## config.mk

```make
export PLATFORM = sky130hd
export DESIGN_NAME = vram_arbiter
export DESIGN_NICKNAME = d
export VERILOG_FILES = /design/src/rtl/vram_arbiter.sv
export SDC_FILE = /design/constraint.sdc
export NUM_CORES = 1
export LEC_CHECK = 0
export CAP_MARGIN = 40
export CORE_UTILIZATION = 60
export CTS_CLUSTER_SIZE = 30
export DETAILED_ROUTE_END_ITERATION = 10
export PLACE_DENSITY = 0.83
export SETUP_SLACK_MARGIN = 0.1
export SLEW_MARGIN = 20
export SYNTH_ARGS = -nofsm -noshare
export SYNTH_HDL_FRONTEND = slang
export SYNTH_SLANG_ARGS = --single-unit
export TNS_END_PERCENT = 100
```

## constraint.sdc

```tcl
create_clock -name clk -period 15.1 [get_ports clk]
set_input_delay 1.51 -clock clk [delete_from_list [all_inputs] [get_ports clk]]
set_output_delay 1.51 -clock clk [all_outputs]
set_load 0.005 [all_outputs]
```

## src/rtl/vram_arbiter.sv

```systemverilog
// rtl/vram_arbiter.sv - video RAM arbiter: CPU store drain plus frame scan-out prefetch
// One RAM operation per cycle; urgent scan-out beats CPU drain, which beats background prefetch.
module vram_arbiter #(
  parameter int ADDR_W      = 12,
  parameter int FRAME_WORDS = 2400,
  parameter int WFIFO_DEPTH = 4,
  parameter int PFIFO_DEPTH = 8,
  parameter int LOW_WATER   = 2
) (
  input  logic              clk,
  input  logic              rst,
  input  logic              sel,
  input  logic              write_enable,
  input  logic [1:0]        window_size,
  input  logic [ADDR_W+1:0] data_addr,
  input  logic [31:0]       data_in,
  output logic [31:0]       data_out,
  output logic [ADDR_W-1:0] ram_addr,
  output logic              ram_we,
  output logic [3:0]        ram_be,
  output logic [31:0]       ram_wdata,
  input  logic [31:0]       ram_rdata,
  input  logic              frame_start,
  input  logic              pix_pop,
  output logic              pix_valid,
  output logic [31:0]       pix_data,
  output logic              wr_overflow,
  output logic              wr_misalign,
  output logic              pix_underflow
);

  localparam int WA_W = $clog2(WFIFO_DEPTH);
  localparam int WC_W = $clog2(WFIFO_DEPTH + 1);
  localparam int PA_W = $clog2(PFIFO_DEPTH);
  localparam int PC_W = $clog2(PFIFO_DEPTH + 1);
  localparam int OC_W = PC_W + 1;
  localparam logic [ADDR_W-1:0] LAST_WORD = ADDR_W'(FRAME_WORDS - 1);
  localparam logic [WC_W-1:0]   W_FULL    = WC_W'(WFIFO_DEPTH);
  localparam logic [OC_W-1:0]   P_DEPTH   = OC_W'(PFIFO_DEPTH);
  localparam logic [OC_W-1:0]   P_LOW     = OC_W'(LOW_WATER);

  typedef enum logic [1:0] {S_IDLE, S_FETCH, S_DONE} state_t;

  state_t            state;
  logic [ADDR_W-1:0] scan_addr;
  // rd_v1: read is on the RAM bus; rd_v2: its data is on ram_rdata and is pushed this cycle
  logic              rd_v1;
  logic              rd_v2;

  logic [ADDR_W-1:0] wf_addr [WFIFO_DEPTH];
  logic [3:0]        wf_be   [WFIFO_DEPTH];
  logic [31:0]       wf_data [WFIFO_DEPTH];
  logic [WA_W-1:0]   wf_wr;
  logic [WA_W-1:0]   wf_rd;
  logic [WC_W-1:0]   wf_count;

  logic [31:0]       pf_mem [PFIFO_DEPTH];
  logic [PA_W-1:0]   pf_wr;
  logic [PA_W-1:0]   pf_rd;
  logic [PC_W-1:0]   pf_count;

  logic [1:0]        lane;
  logic              st_req;
  logic              st_mis;
  logic              st_push;
  logic              wf_full;
  logic [3:0]        st_be;
  logic [31:0]       st_data;
  logic [OC_W-1:0]   occ;
  logic              fetching;
  logic              space;
  logic              urgent;
  logic              gnt_rd;
  logic              gnt_wr;
  logic              pop_ok;

  always_comb begin
    lane    = data_addr[1:0];
    st_req  = sel && write_enable && (window_size != 2'b11);
    st_be   = 4'b0000;
    st_data = 32'h0;
    st_mis  = 1'b0;
    case (window_size)
      2'b00: begin
        st_be   = 4'b0001 << lane;
        st_data = {24'h0, data_in[7:0]} << {lane, 3'b000};
      end
      2'b01: begin
        st_mis  = lane[0];
        st_be   = 4'b0011 << lane;
        st_data = {16'h0, data_in[15:0]} << {lane, 3'b000};
      end
      2'b10: begin
        st_mis  = (lane != 2'b00);
        st_be   = 4'b1111;
        st_data = data_in;
      end
      default: ;
    endcase
    // Full is judged on the count at the start of the cycle, ignoring a same-cycle drain
    wf_full  = (wf_count == W_FULL);
    st_push  = st_req && !st_mis && !wf_full;
    occ      = OC_W'(pf_count) + OC_W'(rd_v1) + OC_W'(rd_v2);
    fetching = (state == S_FETCH) && !frame_start;
    space    = (occ < P_DEPTH);
    urgent   = fetching && space && (occ <= P_LOW);
    gnt_wr   = !urgent && (wf_count != '0);
    gnt_rd   = urgent || (fetching && space && (wf_count == '0));
    pop_ok   = pix_pop && !frame_start && (pf_count != '0);
  end

  assign data_out  = 32'h0;
  assign pix_valid = (pf_count != '0);
  assign pix_data  = pix_valid ? pf_mem[pf_rd] : 32'h0;

  always_ff @(posedge clk) begin
    if (rst) begin
      state         <= S_IDLE;
      scan_addr     <= '0;
      rd_v1         <= 1'b0;
      rd_v2         <= 1'b0;
      ram_addr      <= '0;
      ram_we        <= 1'b0;
      ram_be        <= 4'b0000;
      ram_wdata     <= 32'h0;
      wf_wr         <= '0;
      wf_rd         <= '0;
      wf_count      <= '0;
      pf_wr         <= '0;
      pf_rd         <= '0;
      pf_count      <= '0;
      wr_overflow   <= 1'b0;
      wr_misalign   <= 1'b0;
      pix_underflow <= 1'b0;
    end else begin
      ram_we    <= gnt_wr;
      ram_be    <= gnt_wr ? wf_be[wf_rd] : 4'b0000;
      ram_wdata <= gnt_wr ? wf_data[wf_rd] : 32'h0;
      ram_addr  <= gnt_wr ? wf_addr[wf_rd] : (gnt_rd ? scan_addr : '0);

      if (st_push) begin
        wf_addr[wf_wr] <= data_addr[ADDR_W+1:2];
        wf_be[wf_wr]   <= st_be;
        wf_data[wf_wr] <= st_data;
        wf_wr          <= wf_wr + 1'b1;
      end
      if (gnt_wr) wf_rd <= wf_rd + 1'b1;
      wf_count <= wf_count + WC_W'(st_push) - WC_W'(gnt_wr);
      if (st_req && st_mis) wr_misalign <= 1'b1;
      if (st_req && !st_mis && wf_full) wr_overflow <= 1'b1;

      if (frame_start) begin
        // Restart the scan; anything already requested belongs to the old frame
        state     <= S_FETCH;
        scan_addr <= '0;
        rd_v1     <= 1'b0;
        rd_v2     <= 1'b0;
        pf_wr     <= '0;
        pf_rd     <= '0;
        pf_count  <= '0;
      end else begin
        rd_v1 <= gnt_rd;
        rd_v2 <= rd_v1;
        if (gnt_rd) begin
          scan_addr <= scan_addr + 1'b1;
          if (scan_addr == LAST_WORD) state <= S_DONE;
        end
        if (rd_v2) begin
          pf_mem[pf_wr] <= ram_rdata;
          pf_wr         <= pf_wr + 1'b1;
        end
        if (pop_ok) pf_rd <= pf_rd + 1'b1;
        if (pix_pop && (pf_count == '0)) pix_underflow <= 1'b1;
        pf_count <= pf_count + PC_W'(rd_v2) - PC_W'(pop_ok);
      end
    end
  end

endmodule

```

==> out/metrics.yaml, run 1 <==
cells_and_area:
  diodes: 0
  layout-area-overhead-vs-synth_pct: 18.6
  nets: 1448
  final_cells: 1832
  seqCellArea_mm2: 0.0153
  layout_commonest_cell: "edfxtp_1"
  drive_gt1_share_pct: 17.4
  nFillCells: 2016
  stdcell_area_mm2: 0.0249
  utilization_pct: 72.2
  multiInputGateArea_mm2: 0.00529
  mostFrequentLayoutCells: "edfxtp_1 (448), clkdlybuf4s50_1 (170), mux4_2 (112), nor2_1 (95), dfxtp_1 (86)"
run:
  drv_cap: 0
power_and_ir_drop:
  comb_power_share_pct: 11.7
  switching_share_pct: 21.6
  switchingPower_w: 0.000730
  clkPwrFrac_pct: 37.9
  pwr-share-seq_pct: 50.4
  intPower_w: 0.00264
  power_density_mw_per_mm2: 136
  peakVddDrop_mv: 0.113
  leakage_nw: 8.10
setup_path:
  r2r_setup_slack_ns: 11.33
  path_max_fanout: 33
  r2r-end: "wf_count[2]"
  r2r_cells: 15
  start_kind: "flip-flop"
  crit_type: "flip-flop to output pin"
  worstSetupEndpointType: "output pin"
  crit_end: "pix_data[19]"
  crit_arrival_ns: 3.37
  worstReg2RegStart: "rd_v2"
  crit_required_ns: 13.59
yosys:
  yosys_warnings: 0
  synth_top_area_share_pct: 64.1
  yosys.area.top_type: "edfxtp_1"
  synth_cell_types: 55
  ys_seq_area_share_pct: 72.7
  avgSynthCellArea_um2: 18.3
  synth_area_mm2: 0.0210
  synth_area_leaders: "edfxtp_1 (64%), mux4_2 (12%), dfxtp_1 (8.6%)"
  synth_cells: 1145
  synth_flop_cell: "edfxtp_1"
  ys_ff_latch: 538
  ys_async_sr_fraction_pct: 0
  synth_edf_count: 448
place:
  place_congestion: 0.911
  port-buffer-count: 170
  place_inst: 1737
  place_area_mm2: 0.0232
  place_hpwl_um: 24900
drt:
  antenna_left: 0
  viasPerCell: 5.97
  via_count: 10900
  wirelength_um: 41500
  drt_iter0_markers: 938
  drtPass1Iterations: 8
  drc: 0
  avgRoutedWirePerCell_um: 22.7
timing:
  hold_viol: 0
  fin_crit_sh_pct: 32.3
  hold-worst-slack_ns: 0.475
  min_period_ns: 4.88
  grt_setup_unrepaired: "false"
  clock_skew_ns: 0.0234
  drv_slew: 0
  tightest_slew_ns: 0.818
  setup-tns-final_ns: 0
  slew_headroom_pct: 45.3
  max_freq_mhz: 205
  setup_viol: 0
cts:
  cts.sinks: 538
  clk_path_buf_depth: 3
  clk_pin_slew_worst_paths_ns: 0.06
  cts_buffers: 51
  cts_resized: 0
  cts_hold_buf: 0
  clk_latency_ns: 0.56
  root_buffer: "clkbuf_16"
  cts_tree: "done"
  htreeDepth: 2
  cts_setup_buffers: 0
grt:
  gr-total-overflow: 0
  antenna_found_initial: 1
  grt_max_degree: 49
  grt_pass1_wl_um: 63600
  gr-usage-all-layers_pct: 23.6
  grt_pass1_vias: 11200
die:
  die_h_um: 189
  io_pins: 203
  core_area_mm2: 0.0345
  initial_utilization_pct: 60.9
  die_w_um: 189
  die-area_mm2: 0.0357
  num_rows: 68
status:
  status: "finished clean"
worst_hold_path:
  hold_path_class: "flip-flop to flip-flop"
through the flow:
step	power [W]	setup WS [ns]
floorplan	0.00195	9.30
global placement	0.00211	9.95
detailed placement	0.00212	9.85
CTS	0.00339	10.10
global route	0.00348	9.96
finish	0.00337	10.22
routing by layer:
metal,global-route usage [%],wire length [um]
met5,0,0
met4,5.65,756
met3,4.21,2950
met2,39.5,20800
met1,32.6,17000
area by class of cell:
| class | count | share of cell area [%] |
|---|---|---|
| Tap cell | 455 | 2.29 |
| Inverter | 34 | 0.513 |
| Multi-Input combinational cell | 516 | 21.2 |
| Clock inverter | 32 | 1.32 |
| Timing Repair Buffer | 196 | 7.80 |
| Sequential cell | 538 | 61.3 |
| Clock buffer | 61 | 5.49 |
critical path: stages (launching register included):
cell and delay [ns]:
dfxtp_4 0.76, buf_4 0.66, mux4_2 0.61, mux2i_1 0.19, nor2_1 0.08, clkdlybuf4s50_1 0.48
synthesized netlist by cell type, types with 11 or more instances:
cell / instances
o2bb2ai_1: 12
nor2_1: 96
dfxtp_1: 90
and2_1: 14
clkbuf_1: 35
nand2_1: 18
a22o_1: 14
buf_4: 33
mux4_2: 112
nor2b_1: 41
mux2i_1: 36
a21oi_1: 11
a22oi_1: 16
buf_2: 16
ha_1: 22
inv_1: 33
edfxtp_1: 448
xnor2_1: 12
how the worst min path moves through the flow:
| stage | start | endpoint | slack, ns | depth (start not counted) |
|---|---|---|---|---|
| after floorplan | state[1] | state[1] | 0.44 | 2 |
| after global placement | state[1] | state[1] | 0.45 | 2 |
| after detailed placement | rd_v1 | rd_v2 | 0.47 | 2 |
| after CTS | rd_v1 | rd_v2 | 0.48 | 2 |
| after global routing | state[1] | state[1] | 0.51 | 2 |
| final | rd_v1 | rd_v2 | 0.48 | 2 |
state kept, by name (all words and copies together), names as in the netlist, 4 cells and up, named ones only:
name / count
wf_addr: 48
pf_mem: 256
ram_be: 4
ram_wdata: 32
ram_addr: 12
wf_be: 16
scan_addr: 12
pf_count: 4
wf_data: 128
power groups by stage:
| stage | sequential, W | clock (W) | combinational [W] |
|---|---|---|---|
| 6_report | 0.00170 | 0.00128 | 0.000394 |
| 5_1_grt | 0.00170 | 0.00135 | 0.000422 |
| 4_1_cts | 0.00170 | 0.00130 | 0.000391 |
| 3_5_place_dp | 0.00173 | 0 | 0.000386 |
| 3_3_place_gp | 0.00173 | 0 | 0.000375 |
| 2_1_floorplan | 0.00171 | 0 | 0.000231 |
cell families after synthesis:
logic type / synth area share [%]
adder cells (fa/ha/maj): 1.60
AO/OA/AOI/OAI: 2.91
other: 0.0179
multiplexers: 13.7
AND/OR/NAND/NOR: 5.15
buffers and inverters: 2.87
XOR/XNOR: 0.967
flip-flops: 72.7
Power figures use the tool's default switching activity.
==> run 2, diff against run 1 <==
--- a/config.mk
+++ b/config.mk
@@ -6,10 +6,10 @@
 export NUM_CORES = 1
 export LEC_CHECK = 0
 export CAP_MARGIN = 40
-export CORE_UTILIZATION = 60
+export CORE_UTILIZATION = 51
 export CTS_CLUSTER_SIZE = 30
 export DETAILED_ROUTE_END_ITERATION = 10
-export PLACE_DENSITY = 0.83
+export PLACE_DENSITY = 0.75
 export SETUP_SLACK_MARGIN = 0.1
 export SLEW_MARGIN = 20
 export SYNTH_ARGS = -nofsm -noshare
==> constraint.sdc (replaced) <==
create_clock -name clk -period 4.1 [get_ports clk]
set_input_delay 0.41 -clock clk [delete_from_list [all_inputs] [get_ports clk]]
set_output_delay 0.41 -clock clk [all_outputs]
set_load 0.005 [all_outputs]
==> run 2 against run 1 <==
Effect of this change:
- register-to-register slack lost 11 ns
- sequential share of layout area down 0.66 points
- final area increased by 1.1%
- highest routed layer unchanged
- critical path depth increased by 10
- largest cell class unchanged
==> out/metrics.yaml, run 2 (synthesized netlist as in run 1, its figures left out) <==
status:
  status: "finished clean"
power_and_ir_drop:
  comb_power_share_pct: 11.5  # -0.2 points
  pwr-share-seq_pct: 50.4  # about the same
  peakVddDrop_mv: 0.328  # +190%
  power_density_mw_per_mm2: 494  # +260%
  switchingPower_w: 0.00274  # +280%
  leakage_nw: 8.17  # +0.89%
  clkPwrFrac_pct: 38.1  # +0.2 points
  intPower_w: 0.00968  # +270%
  switching_share_pct: 22.1  # +0.45 points
worst_hold_path:
  hold_start: "data_addr[8]"
  hold_path_class: "input port to flip-flop"
cells_and_area:
  drive_gt1_share_pct: 18.0  # +0.60 points
  layout-area-overhead-vs-synth_pct: 19.9
  utilization_pct: 62.6  # -9.6 points
  multiInputGateArea_mm2: 0.00529  # unchanged
  max_flop_register: "pf_mem"
  mostFrequentLayoutCells: "edfxtp_1 (448), clkdlybuf4s50_1 (170), mux4_2 (112), nor2_1 (95), dfxtp_1 (86)"
  top_regs: "pf_mem x256, wf_data x128, wf_addr x48"
  nets: 1459  # +0.76%
  seqCellArea_mm2: 0.0153  # unchanged
  nFillCells: 2813  # +40%
  largest_reg_flops: 256  # unchanged
  layout_commonest_cell: "edfxtp_1"
setup_path:
  worstReg2RegStart: "rd_v2"
  crit_arrival_ns: 4.03  # +0.66 ns
  cp-startpoint: "rd_v2"
  r2r-end: "wf_count[2]"
  crit_required_ns: 4.59  # -9.00 ns
  path_max_fanout: 9  # -73%
  r2r_setup_slack_ns: 0.56  # -10.77 ns
  crit_end: "wf_count[2]"
  r2r_cells: 15  # unchanged
  worstSetupEndpointType: "flip-flop"
  start_kind: "flip-flop"
  crit_type: "flip-flop to flip-flop"
grt:
  antenna_found_initial: 0  # -1
  grt_busiest_layer: "met2"
  grt_pass1_vias: 11100  # -0.18%
  grtUsageMet1_pct: 27.3  # -5.3 points
  grt_pass1_wl_um: 63600  # about the same
  gr-usage-all-layers_pct: 20.1  # -3.5 points
  gr-usage-met3_pct: 3.15  # -1.1 points
  gr-total-overflow: 0  # unchanged
  grt_max_degree: 38  # -22%
  use_met2_pct: 33.7  # -5.8 points
timing:
  tightest_slew_ns: 0.749  # -0.0693 ns
  fin_crit_sh_pct: 86.3
  grt_setup_unrepaired: "false"
  setup-tns-final_ns: 0  # unchanged
  slew_headroom_pct: 50.1  # +4.8 points
  hold_viol: 0  # unchanged
  setup_viol: 0  # unchanged
  setup_ws_ns: 0.561  # -9.66 ns
  max_freq_mhz: 283
  min_period_ns: 3.54
  drv_slew: 0  # unchanged
  clock_skew_ns: 0.0208  # -0.00262 ns
drt:
  drtPass1Iterations: 6  # -2
  antenna_left: 0  # unchanged
  avgRoutedWirePerCell_um: 21.5  # -5.3%
  viasPerCell: 5.67  # -5.1%
  via_count: 10900  # -0.59%
  drt_iter0_markers: 911  # -2.9%
  drc: 0  # unchanged
  wirelength_um: 41200  # -0.83%
die:
  io_pins: 203  # unchanged
  core_area_mm2: 0.0402  # +17%
  die_h_um: 205  # +8.4%
  initial_utilization_pct: 52.2  # -8.7 points
  die-area_mm2: 0.0419  # +17%
  die_w_um: 205  # +8.4%
  num_rows: 73  # +7.4%
cts:
  cts.sinks: 538  # unchanged
  cts_buffers: 53  # +3.9%
  cts_tree: "done"
  htreeDepth: 2  # unchanged
  clk_latency_ns: 0.60  # +0.04 ns
  root_buffer: "clkbuf_16"
  clk_path_buf_depth: 3  # unchanged
  cts_setup_buffers: 0  # unchanged
  cts_hold_buf: 0  # unchanged
  cts_resized: 0  # unchanged
  clk_pin_slew_worst_paths_ns: 0.06  # about the same
run:
  drv_cap: 0  # unchanged
place:
  place_congestion: 0.961  # +5.6%
  dpl_worst_slack_ns: 0.414  # -9.43 ns
  port-buffer-count: 170  # unchanged
  place_hpwl_um: 25200  # +1.4%
==> run 2: how the worst min path moves through the flow <==
stage / end / cells after the start
6_report: wf_addr[1][6] / 1
5_1_grt: wf_addr[1][6] / 1
4_1_cts: wf_addr[1][6] / 1
3_5_place_dp: state[1] / 2
3_3_place_gp: state[1] / 2
2_1_floorplan: state[1] / 2
==> run 2: worst max-delay path: stages (launching register included) <==
cell     delay (ns)
dfxtp_1        0.46
inv_1          0.12
fa_1           0.46
inv_1          0.09
ha_1           0.18
xnor2_1        0.13
a21oi_1        0.54
o31a_1         0.24
ha_1           0.24
inv_1          0.06
ha_1           0.13
inv_1          0.05
fa_1           0.40
xor2_1         0.17
xnor2_1        0.13
nor2_1         0.05
==> run 2: per-layer routing <==
| layer | vias to the layer above | wire (um) |
|---|---|---|
| met2 | 441 | 20500 |
| li1 | 4815 | - |
| met3 | 64 | 2630 |
| met1 | 5559 | 17200 |
| met4 | 0 | 786 |
| met5 | - | 0 |
==> run 2: through the flow <==
| step | hold slack (ns) | instances | cell area, um2 | total power, W |
|---|---|---|---|---|
| after floorplan | 0.437 | 1176 | 21100 | 0.00717 |
| final | 0.450 | 1918 | 25100 | 0.0124 |
| after global routing | 0.447 | 1917 | 25100 | 0.0129 |
| after CTS | 0.424 | 1916 | 25100 | 0.0125 |
| after global placement | 0.446 | 1816 | 23400 | 0.00778 |
| after detailed placement | 0.451 | 1817 | 23400 | 0.00780 |
==> run 2: area by class of cell <==
cell class              instances  share of cell area [%]
clock buffers                  80                    6.05
flip-flops and latches        538                    60.7
repair buffers                205                    8.34
well taps                     525                    2.61
multi-input cells             516                    21.0
inverters                      34                   0.507
diodes                          1                 0.00995
clock inverters                19                   0.781
==> run 2: power groups by stage <==
| stage | registers (W) | clock network (W) | logic (W) |
|---|---|---|---|
| floorplan | 0.00632 | 0 | 0.000852 |
| global placement | 0.00640 | 0 | 0.00139 |
| detailed placement | 0.00640 | 0 | 0.00140 |
| CTS | 0.00629 | 0.00483 | 0.00142 |
| global route | 0.00629 | 0.00503 | 0.00155 |
| finish | 0.00626 | 0.00473 | 0.00143 |
